==> config.mk <==
export PLATFORM = sky130hd
export DESIGN_NAME = common_crc_stream_flat
export DESIGN_NICKNAME = d
export VERILOG_FILES = /design/src/rtl/common_crc_pkg.sv /design/src/rtl/common_crc_stream_if.sv /design/src/rtl/common_crc.sv /design/src/rtl/common_crc_stream.sv /design/src/flat_wrapper.sv
export SDC_FILE = /design/constraint.sdc
export NUM_CORES = 1
export LEC_CHECK = 0
export CAP_MARGIN = 20
export CORE_ASPECT_RATIO = 0.7
export CORE_UTILIZATION = 60
export CTS_CLUSTER_DIAMETER = 40
export CTS_CLUSTER_SIZE = 10
export DETAILED_ROUTE_END_ITERATION = 8
export PLACE_DENSITY = 0.83
export SETUP_SLACK_MARGIN = 0.1
export SLEW_MARGIN = 15
export SYNTH_ARGS = -nofsm -noshare
export SYNTH_HDL_FRONTEND = slang
export SYNTH_SLANG_ARGS = --single-unit
==> constraint.sdc <==
create_clock -name clk_i -period 9.7 [get_ports clk_i]
set_clock_uncertainty 0.05 [all_clocks]
set_input_delay 1.455 -clock clk_i [delete_from_list [all_inputs] [get_ports clk_i]]
set_output_delay 1.455 -clock clk_i [all_outputs]
set_load 0.1 [all_outputs]
==> src/rtl/common_crc_pkg.sv <==
// Shared FSM type and helpers for the streaming CRC engine.
package common_crc_pkg;

  typedef enum logic [1:0] {
    IDLE = 2'd0,
    ACC  = 2'd1,
    DONE = 2'd2
  } crc_state_e;

  localparam int unsigned CRC_MAX_W = 64;

  // Reverses the low 'width' bits; bits above 'width' come back zero.
  function automatic logic [CRC_MAX_W-1:0] bit_reverse(input logic [CRC_MAX_W-1:0] value,
                                                       input int unsigned width);
    logic [CRC_MAX_W-1:0] r;
    logic [CRC_MAX_W-1:0] v;
    r = '0;
    v = value;
    for (int unsigned i = 0; i < CRC_MAX_W; i++) begin
      if (i < width) begin
        r = {r[CRC_MAX_W-2:0], v[0]};
        v = v >> 1;
      end
    end
    return r;
  endfunction

  function automatic int unsigned lane_count_w(input int unsigned data_w);
    return (data_w > 8) ? $clog2(data_w / 8) : 1;
  endfunction

endpackage

==> src/rtl/common_crc_stream_if.sv <==
// Beat stream and result handshake bundle for common_crc_stream.
interface common_crc_stream_if
  import common_crc_pkg::*;
#(
  parameter int unsigned DATA_W = 32,
  parameter int unsigned CRC_W  = 32
) ();
  localparam int unsigned LANE_W = lane_count_w(DATA_W);

  logic              s_valid_i;
  logic              s_ready_o;
  logic [DATA_W-1:0] s_data_i;
  logic              s_last_i;
  logic [LANE_W-1:0] s_bytes_i;
  logic              res_valid_o;
  logic              res_ready_i;
  logic [CRC_W-1:0]  res_crc_o;
  logic              res_ok_o;

  modport master (
    output s_valid_i, s_data_i, s_last_i, s_bytes_i, res_ready_i,
    input  s_ready_o, res_valid_o, res_crc_o, res_ok_o
  );

  modport slave (
    input  s_valid_i, s_data_i, s_last_i, s_bytes_i, res_ready_i,
    output s_ready_o, res_valid_o, res_crc_o, res_ok_o
  );
endinterface

==> src/rtl/common_crc.sv <==
// Combinational CRC update over one DATA_W-bit chunk (one byte lane),
// feeding bits LSB first when FEED_LSB is set.
module common_crc #(
  parameter int unsigned      DATA_W   = 8,
  parameter int unsigned      CRC_W    = 32,
  parameter logic [CRC_W-1:0] POLYNOM  = 32'h04C11DB7,
  parameter bit               FEED_LSB = 1'b1
) (
  input  logic [CRC_W-1:0]  crc_i,
  input  logic [DATA_W-1:0] data_i,
  output logic [CRC_W-1:0]  crc_o
);

  always_comb begin
    logic [CRC_W-1:0]  c;
    logic [DATA_W-1:0] d;
    logic              fb;
    c  = crc_i;
    d  = data_i;
    fb = 1'b0;
    for (int unsigned i = 0; i < DATA_W; i++) begin
      fb = c[CRC_W-1] ^ (FEED_LSB ? d[0] : d[DATA_W-1]);
      c  = (c << 1) ^ (fb ? POLYNOM : '0);
      d  = FEED_LSB ? (d >> 1) : (d << 1);
    end
    crc_o = c;
  end

endmodule

==> src/rtl/common_crc_stream.sv <==
// Handshaked CRC engine: one beat per cycle, partial last beat, residue check.
// One frame in flight; the result is held until consumed.
module common_crc_stream
  import common_crc_pkg::*;
#(
  parameter int unsigned      DATA_W      = 32,
  parameter int unsigned      CRC_W       = 32,
  parameter logic [CRC_W-1:0] POLYNOM     = 32'h04C11DB7,
  parameter logic [CRC_W-1:0] INIT        = 32'hFFFFFFFF,
  parameter logic [CRC_W-1:0] XOR_OUT     = 32'hFFFFFFFF,
  parameter bit               REFLECT_IN  = 1'b1,
  parameter bit               REFLECT_OUT = 1'b1,
  parameter logic [CRC_W-1:0] CHECK       = 32'h2144DF1C
) (
  input  logic                clk_i,
  input  logic                reset_n_i,
  input  logic                clear_i,
  common_crc_stream_if.slave  bus,
  output logic                busy_o
);

  localparam int unsigned LANES  = DATA_W / 8;
  localparam int unsigned LANE_W = lane_count_w(DATA_W);

  crc_state_e       state_q;
  logic [CRC_W-1:0] crc_q;
  logic [CRC_W-1:0] crc_next;
  logic [CRC_W-1:0] crc_final;
  logic [CRC_W-1:0] lane_out [LANES];
  logic             beat_fire;
  logic             res_fire;

  // Lane k output is the CRC after bytes 0..k; each lane gets its own
  // generate-scope nets so the chain is not one self-referencing array.
  for (genvar k = 0; k < LANES; k++) begin : g_lane
    logic [CRC_W-1:0] crc_in;
    logic [CRC_W-1:0] crc_out;
    if (k == 0) begin : g_first
      assign crc_in = crc_q;
    end else begin : g_next
      assign crc_in = g_lane[k-1].crc_out;
    end
    common_crc #(
      .DATA_W   (8),
      .CRC_W    (CRC_W),
      .POLYNOM  (POLYNOM),
      .FEED_LSB (REFLECT_IN)
    ) u_step (
      .crc_i  (crc_in),
      .data_i (bus.s_data_i[8*k +: 8]),
      .crc_o  (crc_out)
    );
    assign lane_out[k] = crc_out;
  end

  if (LANES == 1) begin : g_mux1
    logic unused_bytes;
    assign unused_bytes = ^bus.s_bytes_i;
    assign crc_next     = lane_out[0];
  end else begin : g_muxn
    logic [LANE_W-1:0] sel;
    always_comb begin
      sel = LANE_W'(LANES - 1);
      if (bus.s_last_i && (bus.s_bytes_i != '0)) begin
        sel = bus.s_bytes_i - 1'b1;
      end
    end
    assign crc_next = lane_out[sel];
  end

  always_comb begin
    crc_final = REFLECT_OUT ? CRC_W'(bit_reverse(CRC_MAX_W'(crc_next), CRC_W)) : crc_next;
    crc_final = crc_final ^ XOR_OUT;
  end

  assign bus.s_ready_o   = (state_q != DONE);
  assign bus.res_valid_o = (state_q == DONE);
  assign busy_o          = (state_q != IDLE);
  assign beat_fire       = bus.s_valid_i && bus.s_ready_o;
  assign res_fire        = bus.res_valid_o && bus.res_ready_i;

  always_ff @(posedge clk_i or negedge reset_n_i) begin
    if (!reset_n_i) begin
      state_q       <= IDLE;
      crc_q         <= INIT;
      bus.res_crc_o <= '0;
      bus.res_ok_o  <= 1'b0;
    end else if (clear_i) begin
      state_q       <= IDLE;
      crc_q         <= INIT;
      bus.res_crc_o <= '0;
      bus.res_ok_o  <= 1'b0;
    end else begin
      unique case (state_q)
        IDLE, ACC: begin
          if (beat_fire) begin
            crc_q <= crc_next;
            if (bus.s_last_i) begin
              state_q       <= DONE;
              bus.res_crc_o <= crc_final;
              bus.res_ok_o  <= (crc_final == CHECK);
            end else begin
              state_q <= ACC;
            end
          end
        end
        DONE: begin
          if (res_fire) begin
            state_q <= IDLE;
            crc_q   <= INIT;
          end
        end
        default: state_q <= IDLE;
      endcase
    end
  end

endmodule

==> src/flat_wrapper.sv <==
// flat-port wrapper written by rule: the top's interface ports become plain ports
module common_crc_stream_flat import common_crc_pkg::*;
#(
  parameter int unsigned      DATA_W      = 32,
  parameter int unsigned      CRC_W       = 32,
  parameter logic [CRC_W-1:0] POLYNOM     = 32'h04C11DB7,
  parameter logic [CRC_W-1:0] INIT        = 32'hFFFFFFFF,
  parameter logic [CRC_W-1:0] XOR_OUT     = 32'hFFFFFFFF,
  parameter bit               REFLECT_IN  = 1'b1,
  parameter bit               REFLECT_OUT = 1'b1,
  parameter logic [CRC_W-1:0] CHECK       = 32'h2144DF1C
)
  (clk_i, reset_n_i, clear_i, busy_o, bus_s_valid_i, bus_s_data_i, bus_s_last_i, bus_s_bytes_i, bus_res_ready_i, bus_s_ready_o, bus_res_valid_o, bus_res_crc_o, bus_res_ok_o);
  common_crc_stream_if #(.DATA_W(DATA_W), .CRC_W(CRC_W)) bus_i ();
  input  logic clk_i;
  input  logic reset_n_i;
  input  logic clear_i;
  output logic busy_o;
  input wire logic [$bits(bus_i.s_valid_i)-1:0] bus_s_valid_i;
  input wire logic [$bits(bus_i.s_data_i)-1:0] bus_s_data_i;
  input wire logic [$bits(bus_i.s_last_i)-1:0] bus_s_last_i;
  input wire logic [$bits(bus_i.s_bytes_i)-1:0] bus_s_bytes_i;
  input wire logic [$bits(bus_i.res_ready_i)-1:0] bus_res_ready_i;
  output wire logic [$bits(bus_i.s_ready_o)-1:0] bus_s_ready_o;
  output wire logic [$bits(bus_i.res_valid_o)-1:0] bus_res_valid_o;
  output wire logic [$bits(bus_i.res_crc_o)-1:0] bus_res_crc_o;
  output wire logic [$bits(bus_i.res_ok_o)-1:0] bus_res_ok_o;
  assign bus_i.s_valid_i = bus_s_valid_i;
  assign bus_i.s_data_i = bus_s_data_i;
  assign bus_i.s_last_i = bus_s_last_i;
  assign bus_i.s_bytes_i = bus_s_bytes_i;
  assign bus_i.res_ready_i = bus_res_ready_i;
  assign bus_s_ready_o = bus_i.s_ready_o;
  assign bus_res_valid_o = bus_i.res_valid_o;
  assign bus_res_crc_o = bus_i.res_crc_o;
  assign bus_res_ok_o = bus_i.res_ok_o;
  common_crc_stream #(.DATA_W(DATA_W), .CRC_W(CRC_W), .POLYNOM(POLYNOM), .INIT(INIT), .XOR_OUT(XOR_OUT), .REFLECT_IN(REFLECT_IN), .REFLECT_OUT(REFLECT_OUT), .CHECK(CHECK)) u_core (.clk_i(clk_i), .reset_n_i(reset_n_i), .clear_i(clear_i), .bus(bus_i), .busy_o(busy_o));
endmodule
=== Yosys cells after proc, flatten, opt, wreduce, memory -nomap -nowiden ===
Index checks and enable logic that the tools add are counted.

* Word-level logic and storage cells: 145
* Register bits after elaboration: 67
* Input port bits: 40
* Output and inout bits: 36

* Order comparisons: 1
* Bitwise gates (word level): 66
* $add $sub $neg: 1
* Equality and inequality tests: 6
* Muxes and demuxes: 53
* Reduce and logical (&&, ||, !) cells: 14

{| class="wikitable"
|+ Operators with widths
! kind !! count
|-
| 27-bit 2-to-1 mux || 32
|-
| 32-bit by 27-bit XOR with 32-bit output || 24
|-
| 32-bit 2-to-1 mux || 9
|-
| 32-bit XOR || 8
|-
| 32-bit binary-select mux with 2-bit select || 1
|-
| 32-bit case mux with 2 select lines || 1
|-
| 32-bit by 30-bit == test with 1-bit output (second input constant) || 1
|-
| 32-bit NOT || 1
|-
| 1-bit XOR || 32
|-
| 2-bit 2-to-1 mux || 5
|-
| 2-bit nonzero test || 5
|-
| 3-bit AND reduction || 2
|-
| 1-bit 2-to-1 mux || 4
|-
| 2-bit case mux with 2 select lines || 1
|-
| 3-bit >= comparator (second input constant) || 1
|-
| 1-bit logical AND || 3
|-
| 3-bit by 2-bit != test with 1-bit output (second input constant) || 1
|-
| 3-bit != test (second input constant) || 1
|-
| 2-bit NOT with 3-bit output || 1
|-
| 3-bit nonzero test || 1
|-
| 2-bit by 1-bit == test with 1-bit output (second input constant) || 1
|-
| 2-bit == test (second input constant) || 1
|-
| 2-bit zero test || 1
|-
| 2-bit != test (second input constant) || 1
|-
| other kinds (3) || 3
|}

=== Longest topological paths before layout ===
Gate-level depths: netlist (run 1).

* Depth in word-level cells: 105
* Gate-level depth with buffers: 13
* Mapped depth without buffers: 12

=== Hierarchy ===
From an unflattened synthesis (run 1), not the netlist that was laid out.

* Cell total of the unflattened synthesis: 697
* Area, all modules: 7141.8 um2

{| class="wikitable"
|+ Modules (own cells, without submodules)
! module !! area an instance (um2) !! seq. area each (um2) !! times used !! cells each
|-
| common_crc_stream || 3898.7 || 1716.6 || 1 || 405
|-
| common_crc || 810.8 || 0.0 || 4 || 73
|}

=== Least setup slack after synthesis (run 1) ===
No wires, ideal clock.

* Path type: in2reg
* Start: in bus_s_data_i[4]
* End: reg u_core.bus.res_ok_o
* Buffers on the path: 1
* Library setup time: 0.095 ns
* Data required time: 9.555 ns
* Slack: 3.853 ns
* Arrival: 5.702 ns
* Stages on the path: 13
* Cell sequence: xnor2_2 -> xnor2_1 -> xnor3_1 -> xnor2_2 -> xnor3_1 -> buf_4 -> xnor3_2 -> xnor3_1 -> a221oi_2 -> or4b_1 -> nor4b_1 -> nand4b_1 -> o31ai_1

* Longest elaborated chain between the ends: 47
* Elaborated cells on any way between the ends: 69
* Classes of those cells: 1 x eq/ne; 23 x mux; 45 x bitwise

{| class="wikitable"
|+ RTL lines
! what !! RTL line !! source
|-
| start: declaration || flat_wrapper.sv:20 || <nowiki>input wire logic [$bits(bus_i.s_data_i)-1:0] bus_s_data_i;</nowiki>
|-
| 1-bit XOR (*) || common_crc.sv:22 || <nowiki>fb = c[CRC_W-1] ^ (FEED_LSB ? d[0] : d[DATA_W-1]);</nowiki>
|-
| 27-bit 2-to-1 mux (*) || common_crc.sv:23 || <nowiki>c = (c << 1) ^ (fb ? POLYNOM : '0);</nowiki>
|-
| 32-bit XOR (*) || common_crc.sv:23 ||
|-
| 32-bit by 27-bit XOR with 32-bit output (*) (2 in a row) || common_crc.sv:23 ||
|-
| 32-bit XOR (*) || common_crc.sv:23 ||
|-
| 32-bit by 27-bit XOR with 32-bit output (2 in a row) || common_crc.sv:23 ||
|-
| 1-bit XOR or 32-bit by 27-bit XOR with 32-bit output (tied branches) || common_crc.sv:22, common_crc.sv:23 ||
|-
| 27-bit 2-to-1 mux or 32-bit by 27-bit XOR with 32-bit output (tied branches) || common_crc.sv:23 ||
|-
| [28 not listed] || n/a ||
|-
| 32-bit binary-select mux with 2-bit select (*) || common_crc_stream.sv:68 || <nowiki>assign crc_next = lane_out[sel];</nowiki>
|-
| 32-bit 2-to-1 mux (implied by the code) (*) (2 in a row) || common_crc_stream.sv:68 ||
|-
| 32-bit NOT (no line) (*) || n/a ||
|-
| 32-bit by 30-bit == test with 1-bit output (*) || common_crc_stream.sv:101 || <nowiki>bus.res_ok_o <= (crc_final == CHECK);</nowiki>
|-
| 1-bit 2-to-1 mux (*) || common_crc_stream.sv:98 || <nowiki>if (bus.s_last_i) begin</nowiki>
|-
| 1-bit 2-to-1 mux (*) || common_crc_stream.sv:96 || <nowiki>if (beat_fire) begin</nowiki>
|-
| 1-bit 2-to-1 mux (*) || common_crc_stream.sv:94 || <nowiki>unique case (state_q)</nowiki>
|-
| 1-bit 2-to-1 mux (*) || common_crc_stream.sv:88 || <nowiki>end else if (clear_i) begin</nowiki>
|-
| end signal: assignment || common_crc_stream.sv:101 ||
|-
| end: declaration || common_crc_stream_if.sv:27 || <nowiki>output s_ready_o, res_valid_o, res_crc_o, res_ok_o</nowiki>
|}

Mark *: on every way between the ends. The rest lies on a longest branch, timed or not. The select of a mux whose other input is x is not followed.
A chain may end at the register's enable or synchronous reset.

=== Final worst setup path (run 1) ===
* Start: in bus_s_data_i[9]
* End: reg u_core.bus.res_ok_o

* Longest elaborated chain between the ends: 40
* Elaborated cells on any way between the ends: 56
* Classes of those cells: 1 x eq/ne; 19 x mux; 36 x bitwise

{| class="wikitable"
|+ RTL lines
! what !! RTL line
|-
| 1-bit XOR (*) || common_crc.sv:22
|-
| 27-bit 2-to-1 mux (*) || common_crc.sv:23
|-
| 32-bit by 27-bit XOR with 32-bit output (*) (3 in a row) || common_crc.sv:23
|-
| 32-bit XOR (*) || common_crc.sv:23
|-
| 32-bit by 27-bit XOR with 32-bit output (*) (2 in a row) || common_crc.sv:23
|-
| 1-bit XOR or 32-bit XOR (tied branches) || common_crc.sv:22, common_crc.sv:23
|-
| 27-bit 2-to-1 mux or 32-bit by 27-bit XOR with 32-bit output (tied branches) || common_crc.sv:23
|-
| 32-bit XOR (*) || common_crc.sv:23
|-
| [20 not listed] || n/a
|-
| 32-bit binary-select mux with 2-bit select (*) || common_crc_stream.sv:68
|-
| 32-bit 2-to-1 mux (implied by the code) (*) (2 in a row) || common_crc_stream.sv:68
|-
| 32-bit NOT (no line) (*) || n/a
|-
| 32-bit by 30-bit == test with 1-bit output (*) || common_crc_stream.sv:101
|-
| 1-bit 2-to-1 mux (*) || common_crc_stream.sv:98
|-
| 1-bit 2-to-1 mux (*) || common_crc_stream.sv:96
|-
| 1-bit 2-to-1 mux (*) || common_crc_stream.sv:94
|-
| 1-bit 2-to-1 mux (*) || common_crc_stream.sv:88
|}

Marked as above.

==> impl_metrics.yaml, run 1 <==
run_status:
  status: "finished, violations left"
  violations: "design-rule violations"
sta:
  slew_headroom_pct: 20.7
  setup_viol: 0
  finalCritPeriodShare_pct: 77.4
  fmax_ghz: 0.133
  rsz0062_at_grt: "no"
  fin_crit_ns: 7.50
  worst_slew_pin_slew_ns: 1.18
  final-max-slew-violation-count: 0
  tns_ns: 0
  hold_viol: 0
detailed_routing:
  routed_wl_um: 28200
  post_drt_wl_per_cell_um: 30.2
  ant_nets: 0
  drc: 16
  drtPass1Iterations: 7
  vias_per_cell: 6.74
  via_count: 6293
  drt_iter0_drc: 925
worst_setup_path:
  worstPathMaxFanout: 7
  worst_setup_path_start_kind: "primary input"
  cp-endpoint: "u_core.bus.res_ok_o"
  r2r_slack_ns: 3.33
  arrival_ns: 7.70
  max_stage_delay_ns: 0.92
  path_class: "primary input to flip-flop"
  r2r-end: "u_core.bus.res_ok_o"
  crit_path_start: "bus_s_data_i[9]"
  critPathMostFrequentCell: "xnor2_1"
  reg2reg_depth: 12
  crit_path_end_kind: "flip-flop"
  required_ns: 9.90
  worst_path_max_delay_cell: "xnor2_1"
  reg2reg_from: "u_core.crc_q[22]"
  cp_cell_sequence: "clkdlybuf4s50_1 -> xnor2_1 -> xnor3_1 -> xnor2_1 -> xnor2_1 -> xnor3_1 -> xnor2_2 -> xnor3_1 -> xnor2_1 -> xnor2_1 -> o211ai_1 -> nand4b_1 -> o31ai_1"
global_routing:
  grt_start_max_net_pins: 68
  grt_pass1_vias: 6192
  grt_usage_pct: 43.2
  antenna_found_initial: 1
  grt_pass1_wl_um: 41000
  grt-ovfl-total: 0
yosys:
  synthFlopType: "dfrtp_1"
  synth_cell_types: 58
  synthArstFlopShare_pct: 100
  avgSynthCellArea_um2: 11.3
  yosysWarnings: 0
  synth_edf_count: 0
  synth_cells: 690
  ys_ff_latch: 67
  yosysSeqAreaShare_pct: 22.0
  synth_nets: 731
  synthesis.area_um2: 7790
place:
  gp_congestion: 1.08
  hpwl_um: 21900
  port_buffers: 75
clock_network:
  cts_resized: 0
  cts_tree: "yes"
  root_buffer: "clkbuf_16"
  clock_latency_ns: 0.34
  holdBufCountCts: 0
  cts_num_sinks: 67
  post_cts_buffers: 0
  htree_levels: 3
  clk_pin_slew_ns: 0.06
  cts.path.max_buffers: 2
  cts_buffers: 9
finish:
  syn2layout_area_growth_pct: 16.2
  finalNetCount: 807
  drive_gt1_share_pct: 12.6
  layout_common_cells: "184 x xnor2_1, 75 x xnor3_1, 74 x clkdlybuf4s50_1"
  final_common_cell: "xnor2_1"
flow_run:
  maxCapViolCount: 0
floorplan:
  start_util_pct: 62.0
  die-height_um: 97.3
  die_area_um2: 13400
  rows: 34
  core_um2: 12500
  die_w_um: 138
  ios: 76
worst_hold_path:
  hp-class: "flip-flop to flip-flop"
-- metal layers --
metal | vias to the layer above | share of wire, % | wire length [um] | track usage (%)
li1 | 2570 | - | - | -
met1 | 3108 | 39 | 10900 | 58.4
met2 | 543 | 40 | 11400 | 59.5
met3 | 72 | 17 | 4830 | 21.4
met4 | 0 | 3.9 | 1100 | 15.1
met5 | - | 0 | 0 | 0
-- layout make-up --
type | instances | area (um^2)
clock buffer | 10 | 229
inverter | 4 | 15.0
timing repair buffer | 89 | 856
antenna | 1 | 2.50
multi-input combinational | 595 | 5960
fill | 877 | 3500
sequential | 67 | 1720
clock inverter | 6 | 65.1
tap | 162 | 203
-- stage by stage --
| stage | worst slack, ns | utilization [%] | hold slack [ns] | cell area (um^2) | std cells |
|---|---|---|---|---|---|
| floorplan | 3.85 | - | 0.394 | 7790 | 690 |
| global placement | 2.19 | 69.6 | 0.412 | 8730 | 915 |
| detailed placement | 2.18 | 69.6 | 0.437 | 8730 | 915 |
| CTS | 2.45 | 71.9 | 0.457 | 9030 | 931 |
| global route | 2.14 | 72.1 | 0.473 | 9050 | 933 |
| finish | 2.20 | 72.1 | 0.459 | 9050 | 934 |
-- worst max-delay path, delay by kind of cell --
kind | cells | cell delay [ns]
xor+xnor | 9 | 4.56
compound gates | 2 | 1.04
buf+inv | 1 | 0.44
simple gates | 1 | 0.19
-- sequential cells by signal (all words and copies together) (netlist names) --
name                  flops
u_core.state_q            2
u_core.bus.res_ok_o       1
u_core.crc_q             32
u_core.bus.res_crc_o     32
-- cells in the mapped netlist (all sizes together), types with 4 or more instances --
cell / count / share of area, %
nand2: 25 / 1.2
a221oi: 5 / 0.64
o22ai: 5 / 0.40
a22o: 27 / 3.0
xnor3: 76 / 22
xor3: 9 / 2.8
o211ai: 4 / 0.39
xor2: 53 / 6.3
a21oi: 47 / 3.0
inv: 4 / 0.19
o21ai: 25 / 1.6
dfstp: 32 / 11
o22a: 5 / 0.56
nor2b: 4 / 0.32
dfrtp: 35 / 11
nor2: 50 / 2.4
or3: 4 / 0.32
a22oi: 4 / 0.39
clkbuf: 21 / 1.0
xnor2: 209 / 26
-- how the worst min path moves through the flow --
stage                             startpoint                        to  slack, ns  depth (start not counted)
floorplan                  u_core.state_q[1]         u_core.state_q[0]       0.39                          1
global placement           u_core.state_q[1]         u_core.state_q[0]       0.41                          1
detailed placement         u_core.state_q[1]         u_core.state_q[0]       0.44                          1
CTS                 u_core.bus.res_crc_o[26]  u_core.bus.res_crc_o[26]       0.46                          2
global route               u_core.state_q[1]         u_core.state_q[0]       0.47                          1
finish               u_core.bus.res_crc_o[7]   u_core.bus.res_crc_o[7]       0.46                          2
-- kinds of logic (layout without fill, tap and decap cells) --
logic type	count (synthesis)	count (layout)	share of synthesized area, %
AO/OA/AOI/OAI	143	143	12.5
XOR/XNOR	347	347	57.6
adder cells (fa/ha/maj)	1	1	0.161
multiplexers	2	2	0.418
buffers and inverters	28	109	1.43
other	0	1	0
AND/OR/NAND/NOR	102	102	5.93
flip-flops	67	67	22.0
Power of run 1 is left out: the tool's default activity adds up to more than one toggle a clock period on the data nets, which glitch-free logic cannot reach.
==> run 2, diff against run 1 <==
--- a/config.mk
+++ b/config.mk
@@ -7,11 +7,11 @@
 export LEC_CHECK = 0
 export CAP_MARGIN = 20
 export CORE_ASPECT_RATIO = 0.7
-export CORE_UTILIZATION = 60
+export CORE_UTILIZATION = 54
 export CTS_CLUSTER_DIAMETER = 40
 export CTS_CLUSTER_SIZE = 10
 export DETAILED_ROUTE_END_ITERATION = 8
-export PLACE_DENSITY = 0.83
+export PLACE_DENSITY = 0.79
 export SETUP_SLACK_MARGIN = 0.1
 export SLEW_MARGIN = 15
 export SYNTH_ARGS = -nofsm -noshare
==> constraint.sdc (replaced) <==
create_clock -name clk_i -period 6.2 [get_ports clk_i]
set_clock_uncertainty 0.05 [all_clocks]
set_input_delay 0.93 -clock clk_i [delete_from_list [all_inputs] [get_ports clk_i]]
set_output_delay 0.93 -clock clk_i [all_outputs]
set_load 0.1 [all_outputs]
==> run 2 against run 1 <==
Compared with the run above: the run now ends clean; core utilization is 1.9 points lower; worst setup slack worse by 1.9 ns; global-route usage is 1.7 points lower; register-to-register slack worse by 2.3 ns; critical path depth stayed put; critical endpoint unchanged; highest routed layer is now met5.
==> impl_metrics.yaml, run 2 (synthesis gave the netlist of run 1 again) <==
floorplan:
  die_w_um: 146
  start_util_pct: 55.6
  ios: 76
  core_um2: 14000
  die-height_um: 102
  rows: 36
  die_area_um2: 14900
worst_hold_path:
  hp-class: "flip-flop to flip-flop"
  hold_path_depth: 2
  min_from: "u_core.bus.res_crc_o[11]"
place:
  gp_congestion: 1.06
  port_buffers: 75
  dpl-instance-area_um2: 9500
  hpwl_um: 24600
clock_network:
  clock_latency_ns: 0.34
  post_cts_buffers: 0
  clk_pin_slew_ns: 0.06
  htree_levels: 3
  cts_resized: 0
  cts_buffers: 9
  root_buffer: "clkbuf_16"
  cts.path.max_buffers: 2
  holdBufCountCts: 0
  cts_num_sinks: 67
  cts_tree: "yes"
run_status:
  status: "complete, no violations"
global_routing:
  grt-ovfl-total: 0
  grt_start_max_net_pins: 68
  grt_pass1_vias: 6444
  grt_pass1_wl_um: 43200
  grt_usage_pct: 41.5
  antenna_found_initial: 1
flow_run:
  maxCapViolCount: 0
worst_setup_path:
  path_class: "primary input to flip-flop"
  reg2reg_depth: 12
  worst_setup_path_start_kind: "primary input"
  reg2reg_from: "u_core.crc_q[27]"
  worstPathMaxFanout: 8
  crit_path_end_kind: "flip-flop"
  arrival_ns: 6.11
  required_ns: 6.39
  crit_path_start: "bus_s_data_i[4]"
detailed_routing:
  ant_nets: 0
  routed_wl_um: 30400
  post_drt_wl_per_cell_um: 28.8
  drc: 0
  via_count: 6586
  drtPass1Iterations: 6
  vias_per_cell: 6.24
  drt_iter0_drc: 785
finish:
  reg.largest.list: "u_core.bus.res_crc_o: 32 flops, u_core.crc_q: 32 flops, u_core.state_q: 2 flops"
  layout_common_cells: "184 x xnor2_1, 107 x buf_4, 75 x xnor3_1"
  final_common_cell: "xnor2_1"
  syn2layout_area_growth_pct: 26.4
  final_cell_area_um2: 9840
  finalNetCount: 901
  drive_gt1_share_pct: 22.3
sta:
  finalCritPeriodShare_pct: 95.5
  tns_ns: 0
  rsz0062_at_grt: "no"
  setup_viol: 0
  fmax_ghz: 0.169
  slew_headroom_pct: 25.1
  fin_crit_ns: 5.92
  worst_slew_pin_slew_ns: 1.12
  final-max-slew-violation-count: 0
  hold_viol: 0
[run 2: stage by stage]
stage / hold slack (ns) / cells / setup WS (ns) / utilization (%)
final: 0.454 / 1056 / 0.280 / 70.2
after global routing: 0.467 / 1055 / 0.214 / 70.2
after CTS: 0.451 / 1055 / 0.396 / 70.2
after detailed placement: 0.426 / 1039 / 0.0507 / 67.8
after global placement: 0.410 / 1038 / 0.0642 / 67.7
after floorplan: 0.394 / 690 / 0.878 / -
[run 2: path summary, 6_finish.rpt]
| path | end | slack (ns) |
|---|---|---|
| setup / recovery | u_core.bus.res_ok_o | 0.28 |
| hold / removal | u_core.bus.res_crc_o[11] | 0.45 |
| setup reg to reg | u_core.bus.res_ok_o | 1.01 |
| hold reg to reg | u_core.bus.res_crc_o[11] | 0.45 |
| max in group asynchronous | u_core.state_q[1] | 4.81 |
| min in group asynchronous | u_core.bus.res_crc_o[22] | 0.72 |
[run 2: per-layer routing]
layer  vias up  global-route usage, %  wire length, um
li1       2769                      -                -
met1      3213                   57.0            12300
met2       508                   59.7            12500
met3        94                   15.7             4420
met4         2                   14.4             1110
met5         -                   3.13               64
[run 2: final cells by class]
| class | count | area [um^2] |
|---|---|---|
| multi-input cells | 595 | 5970 |
| fillers | 1014 | 4170 |
| flip-flops and latches | 67 | 1720 |
| repair buffers | 183 | 1560 |
| clock buffers | 10 | 239 |
| well taps | 190 | 238 |
| clock inverters | 6 | 97.6 |
| inverters | 4 | 15.0 |
| diodes | 1 | 2.50 |
[run 2: worst max-delay path, stage by stage]
cell	delay (ns)
clkdlybuf4s50_1	0.47
xnor2_2	0.61
xnor3_1	0.56
xnor2_4	0.30
xor2_1	0.76
xnor2_1	0.35
xnor2_1	0.34
xnor2_1	0.15
a222oi_1	0.46
buf_4	0.19
o21ai_0	0.19
or4_1	0.54
o31ai_1	0.25
Power of run 2 is left out for the same reason.
